$ cat src/rtl/uart_tx_fifo.sv
// Byte FIFO feeding uart_tx: buffers host writes and launches one byte per i_Tx_Done handshake.
// Optional sticky overflow flag on o_Overflow when UART_TX_FIFO_OVERFLOW_EN is defined.
module uart_tx_fifo #(
    parameter int DEPTH_LOG2 = 4
) (
    input  logic                  i_Clock,
    input  logic                  i_Reset,
    input  logic                  i_Wr_DV,
    input  logic [7:0]            i_Wr_Byte,
    output logic                  o_Full,
    output logic                  o_Empty,
    output logic [DEPTH_LOG2:0]   o_Count,
    output logic                  o_Tx_DV,
    output logic [7:0]            o_Tx_Byte,
    input  logic                  i_Tx_Done,
    output logic                  o_Busy
`ifdef UART_TX_FIFO_OVERFLOW_EN
    ,
    output logic                  o_Overflow
`endif
);

    localparam int DEPTH = 1 << DEPTH_LOG2;
    localparam logic [DEPTH_LOG2:0] DEPTH_CNT = (DEPTH_LOG2+1)'(DEPTH);

    typedef enum logic [1:0] {IDLE, LAUNCH, WAIT_DONE, GAP} state_t;

    logic [7:0]            mem_q [DEPTH];
    logic [DEPTH_LOG2-1:0] wptr_q, rptr_q;
    logic [DEPTH_LOG2:0]   count_q, count_d;
    logic                  full_q, empty_q;
    state_t                state_q;
    logic                  tx_dv_q, busy_q;
    logic [7:0]            tx_byte_q;
    logic                  wr_en, pop;

    // Fullness and pop eligibility come from registered state only.
    assign wr_en = i_Wr_DV && !full_q;
    assign pop   = (state_q == IDLE) && (count_q != '0);

    always_comb begin
        count_d = count_q;
        if (wr_en && !pop)
            count_d = count_q + 1'b1;
        else if (!wr_en && pop)
            count_d = count_q - 1'b1;
    end

    always_ff @(posedge i_Clock) begin
        if (!i_Reset && wr_en)
            mem_q[wptr_q] <= i_Wr_Byte;
    end

    always_ff @(posedge i_Clock) begin
        if (i_Reset) begin
            wptr_q  <= '0;
            count_q <= '0;
            full_q  <= 1'b0;
            empty_q <= 1'b1;
        end else begin
            if (wr_en)
                wptr_q <= wptr_q + 1'b1;
            count_q <= count_d;
            full_q  <= (count_d == DEPTH_CNT);
            empty_q <= (count_d == '0);
        end
    end

    always_ff @(posedge i_Clock) begin
        if (i_Reset) begin
            state_q   <= IDLE;
            rptr_q    <= '0;
            tx_dv_q   <= 1'b0;
            tx_byte_q <= 8'h00;
            busy_q    <= 1'b0;
        end else begin
            tx_dv_q <= 1'b0;
            case (state_q)
                IDLE: begin
                    if (pop) begin
                        tx_byte_q <= mem_q[rptr_q];
                        rptr_q    <= rptr_q + 1'b1;
                        tx_dv_q   <= 1'b1;
                        busy_q    <= 1'b1;
                        state_q   <= LAUNCH;
                    end
                end
                LAUNCH:    state_q <= WAIT_DONE;
                WAIT_DONE: if (i_Tx_Done) state_q <= GAP;
                GAP: begin
                    busy_q  <= 1'b0;
                    state_q <= IDLE;
                end
                default: begin
                    busy_q  <= 1'b0;
                    state_q <= IDLE;
                end
            endcase
        end
    end

`ifdef UART_TX_FIFO_OVERFLOW_EN
    logic overflow_q;
    always_ff @(posedge i_Clock) begin
        if (i_Reset)
            overflow_q <= 1'b0;
        else if (i_Wr_DV && full_q)
            overflow_q <= 1'b1;
    end
    assign o_Overflow = overflow_q;
`endif

    assign o_Full    = full_q;
    assign o_Empty   = empty_q;
    assign o_Count   = count_q;
    assign o_Tx_DV   = tx_dv_q;
    assign o_Tx_Byte = tx_byte_q;
    assign o_Busy    = busy_q;

endmodule

$ cat config.mk
export PLATFORM = sky130hd
export DESIGN_NAME = uart_tx_fifo
export DESIGN_NICKNAME = d
export VERILOG_FILES = /design/src/rtl/uart_tx_fifo.sv
export SDC_FILE = /design/constraint.sdc
export NUM_CORES = 1
export LEC_CHECK = 0
export ABC_AREA = 0
export ABC_CLOCK_PERIOD_IN_PS = 3800
export BUFFER_PORTS_ARGS = -buffer_cell sky130_fd_sc_hd__buf_4
export CAP_MARGIN = 15
export CORE_UTILIZATION = 50
export CTS_CLUSTER_SIZE = 8
export DETAILED_ROUTE_END_ITERATION = 10
export GPL_ROUTABILITY_DRIVEN = 0
export PLACE_DENSITY = 0.67
export SYNTH_ARGS = -nofsm -noshare
export SYNTH_HDL_FRONTEND = slang
export SYNTH_SLANG_ARGS = --single-unit
$ cat constraint.sdc
create_clock -name i_Clock -period 3.8 [get_ports i_Clock]
set_input_delay 0.76 -clock i_Clock [delete_from_list [all_inputs] [get_ports i_Clock]]
set_output_delay 0.76 -clock i_Clock [all_outputs]
set_load 0.01 [all_outputs]
==> out/summary.txt <==
FF-to-FF End: o_Tx_Byte[3]
cells traversed along the worst timing path: buf_4, mux4_2, a22oi_1, a21oi_1, a21oi_1, nor2_1
total of warnings raised by yosys: 0
master of the slowest instance on the critical path: mux4_2
count of H-tree levels built during CTS: 4
Critical path destination: o_Tx_Byte[3]
class of the tightest hold or removal check: flop to flop
post-detailed-routing wire length: 12100 um
element type at the critical path start: flop
effective utilization at floorplan: 51.5%
final HPWL from detailed placement: 7610 um
leading register cell type out of synthesis: edfxtp_1
Post-layout nets: 424
unrepaired setup endpoints after global routing: false
Layout area overhead: 14.3%
TNS Setup: 0 ps
top cell type's share of synthesized area: 61.9%
Fillers: 923
sequential area share after synthesis: 70.6%
Clock Root Buffer: clkbuf_16
number of cells in the design after placement: 550
final hold violations: 0
leakage power: 0.00234 uW
GRT Util Overall: 20.8%
Relative slew margins: 39.0%
Worst-Skew Late Latency: 420 ps
highest achievable clock rate: 0.421 GHz
CTS tree: done
final cell count without fillers: 582
PnR worst setup slack: 1420 ps
outcome: finished clean
vertical die dimension: 113 um
DRC viols: 0
number of buffers created by CTS: 17
antenna violations before repair: 0
Iteration-0 DRC Markers: 258
cell repeated most along the worst path: a21oi_1
async set-or-reset flop fraction in the synthesized netlist: 0%
Post-CTS Hold Fix Bufs: 0
count of final max-slew check failures: 0
final-report setup violation count: 0
area of the core: 12100 um^2
final setup skew: 7.57 ps
most frequent cell after synthesis: edfxtp_1
number of instances resized during post-cts repair: 0
Clock Pin Slew Worst Setup and Hold Paths: 60 ps
Worst Tran Pin Value: 912 ps
area of the mapped netlist: 6210 um^2
wire length of the first global-routing pass: 19000 um
cells taking the most area after synthesis: edfxtp_1 62%, mux4_2 12%, dfxtp_1 8.7%
Critical Path Fanout Max: 28
count of inserted antenna diode cells: 0
Antenna Nets Post-Route: 0
num ports: 29
WL/cell: 20.7 um
worst-case clock buffer depth: 2
synthesis-stage register bit count: 155
DR vias: 3256
die area: 12900 um^2
iteration count of the initial detailed-routing pass: 4
FF-to-FF setup slack: 1420 ps
top cells by instance count after synthesis: 128 x edfxtp_1, 42 x nor2_1, 32 x mux4_2
min Tclk post-route: 2380 ps
Period Utilization, post-route: 62.5%
mean instance size in the synthesized netlist: 16.8 um^2
vias in the first global route: 3443
share of final-layout standard cells stronger than drive strength 1: 24.4%
placed instance area: 6580 um^2
Avg Vias per Cell: 5.59
Peak supply drop: 297 uV
post-synthesis net count: 393
delay of the slowest cell on the worst path: 590 ps
P per Cell Area: 646 nW/um^2
largest net degree at the start of global routing: 36
FF-to-FF path depth: 6
area of all placed cells without fillers: 7100 um^2
FF-to-FF Start: rptr_q[0]
critical path startpoint: rptr_q[0]
crit path capture type: flop
synthesized instance count: 370
x dimension of the die: 113 um
max-capacitance violation count: 0
number of distinct library cell variants in the gate-level netlist after synthesis: 47
critical path class: flop to flop
number of synthesized flops with an enable pin: 128
clock net sink count: 155
site row count: 40
data arrival time of the critical path: 2670 ps
number of post-CTS setup repair buffers: 0
residual overflow from global routing: 0
biggest area consumer among synthesized cells: edfxtp_1
Buffers on Ports: 28
worst slack after detailed placement: 1170 ps
Req. time, crit path: 4100 ps
sequential cells by signal, indices dropped and copies added (netlist names):
register	cells
mem_q	128
rptr_q	4
o_Count	5
o_Full	1
o_Busy	1
o_Tx_Byte	8
o_Tx_DV	1
wptr_q	4
state_q	2
o_Empty	1
power by group:
group          total, uW  internal, uW  leakage, uW  switching [uW]
clock network       1470           858     0.000256             612
registers           2030          1930      0.00137            94.3
logic               1090           511     0.000709             577
total               4590          3300      0.00234            1280
worst min path at each step:
stage / cells past startpoint / from / slack [ps] / end
floorplan: 2 / wptr_q[1] / 480 / wptr_q[1]
global placement: 2 / o_Busy / 470 / o_Busy
detailed placement: 2 / o_Busy / 490 / o_Busy
CTS: 2 / o_Busy / 500 / o_Busy
global route: 2 / o_Busy / 530 / o_Busy
finish: 2 / o_Tx_Byte[2] / 500 / o_Tx_Byte[2]
worst max-delay path: cells and delay by family, from the launching register on:
family	cells	cell delay (ps)
muxes	1	590
DFF	1	480
and+or+nand+nor	1	50
AOI/OAI and AO/OA	3	580
buffers and inverters	1	540
cell usage in the layout, fill, tap and decap left out, drive strengths merged, types with 2 or more instances in the layout:
cell type  netlist  routed
mux4            32      32
or4              2       2
dfxtp           27      27
clkbuf          13      23
nor3b            2       2
nand4            3       3
nor2b            3       3
nor2            42      42
buf              7      32
o221ai           2       2
nor3             2       2
xnor2            4       4
a22oi           16      16
inv              9       9
edfxtp         128     128
o21ai            3       3
xor2             4       4
ha              11      11
clkinv           0       8
or3              4       4
nand3b           3       3
a21oi           21      21
nand2b           2       2
nand2           13      13
mux2             2       2
final cells by class:
| type | count | area, um^2 | share of cell area [%] |
|---|---|---|---|
| Clock buffer | 23 | 468 | 6.59 |
| Clock inverter | 9 | 48.8 | 0.688 |
| Timing Repair Buffer | 32 | 240 | 3.39 |
| Inverter | 9 | 33.8 | 0.476 |
| Tap cell | 168 | 210 | 2.96 |
| Sequential cell | 155 | 4390 | 61.8 |
| Multi-Input combinational cell | 186 | 1710 | 24.1 |
routing by layer:
metal | track usage, % | vias to the layer above | share of wire, %
met1 | 26.9 | 1631 | 43
li1 | - | 1510 | -
met4 | 9.30 | 0 | 1.3
met3 | 4.20 | 13 | 5.2
met5 | 0 | - | 0
met2 | 34.6 | 102 | 50
stage by stage:
step                hold slack (ps)  util [%]  total power, uW
detailed placement              491      54.6             3160
CTS                             504      58.8             4630
floorplan                       482         -             2830
global route                    527      58.8             4800
global placement                466      54.6             3140
finish                          499      58.8             4590
cell families after synthesis:
family / after synthesis / synth area share [%]
buf+inv: 29 / 1.99
simple gates: 81 / 6.29
xor+xnor: 8 / 1.13
flops: 155 / 70.6
compound gates: 51 / 5.66
mux: 35 / 12.1
fa+ha+maj: 11 / 2.22
(Power assumes the default switching activity.)
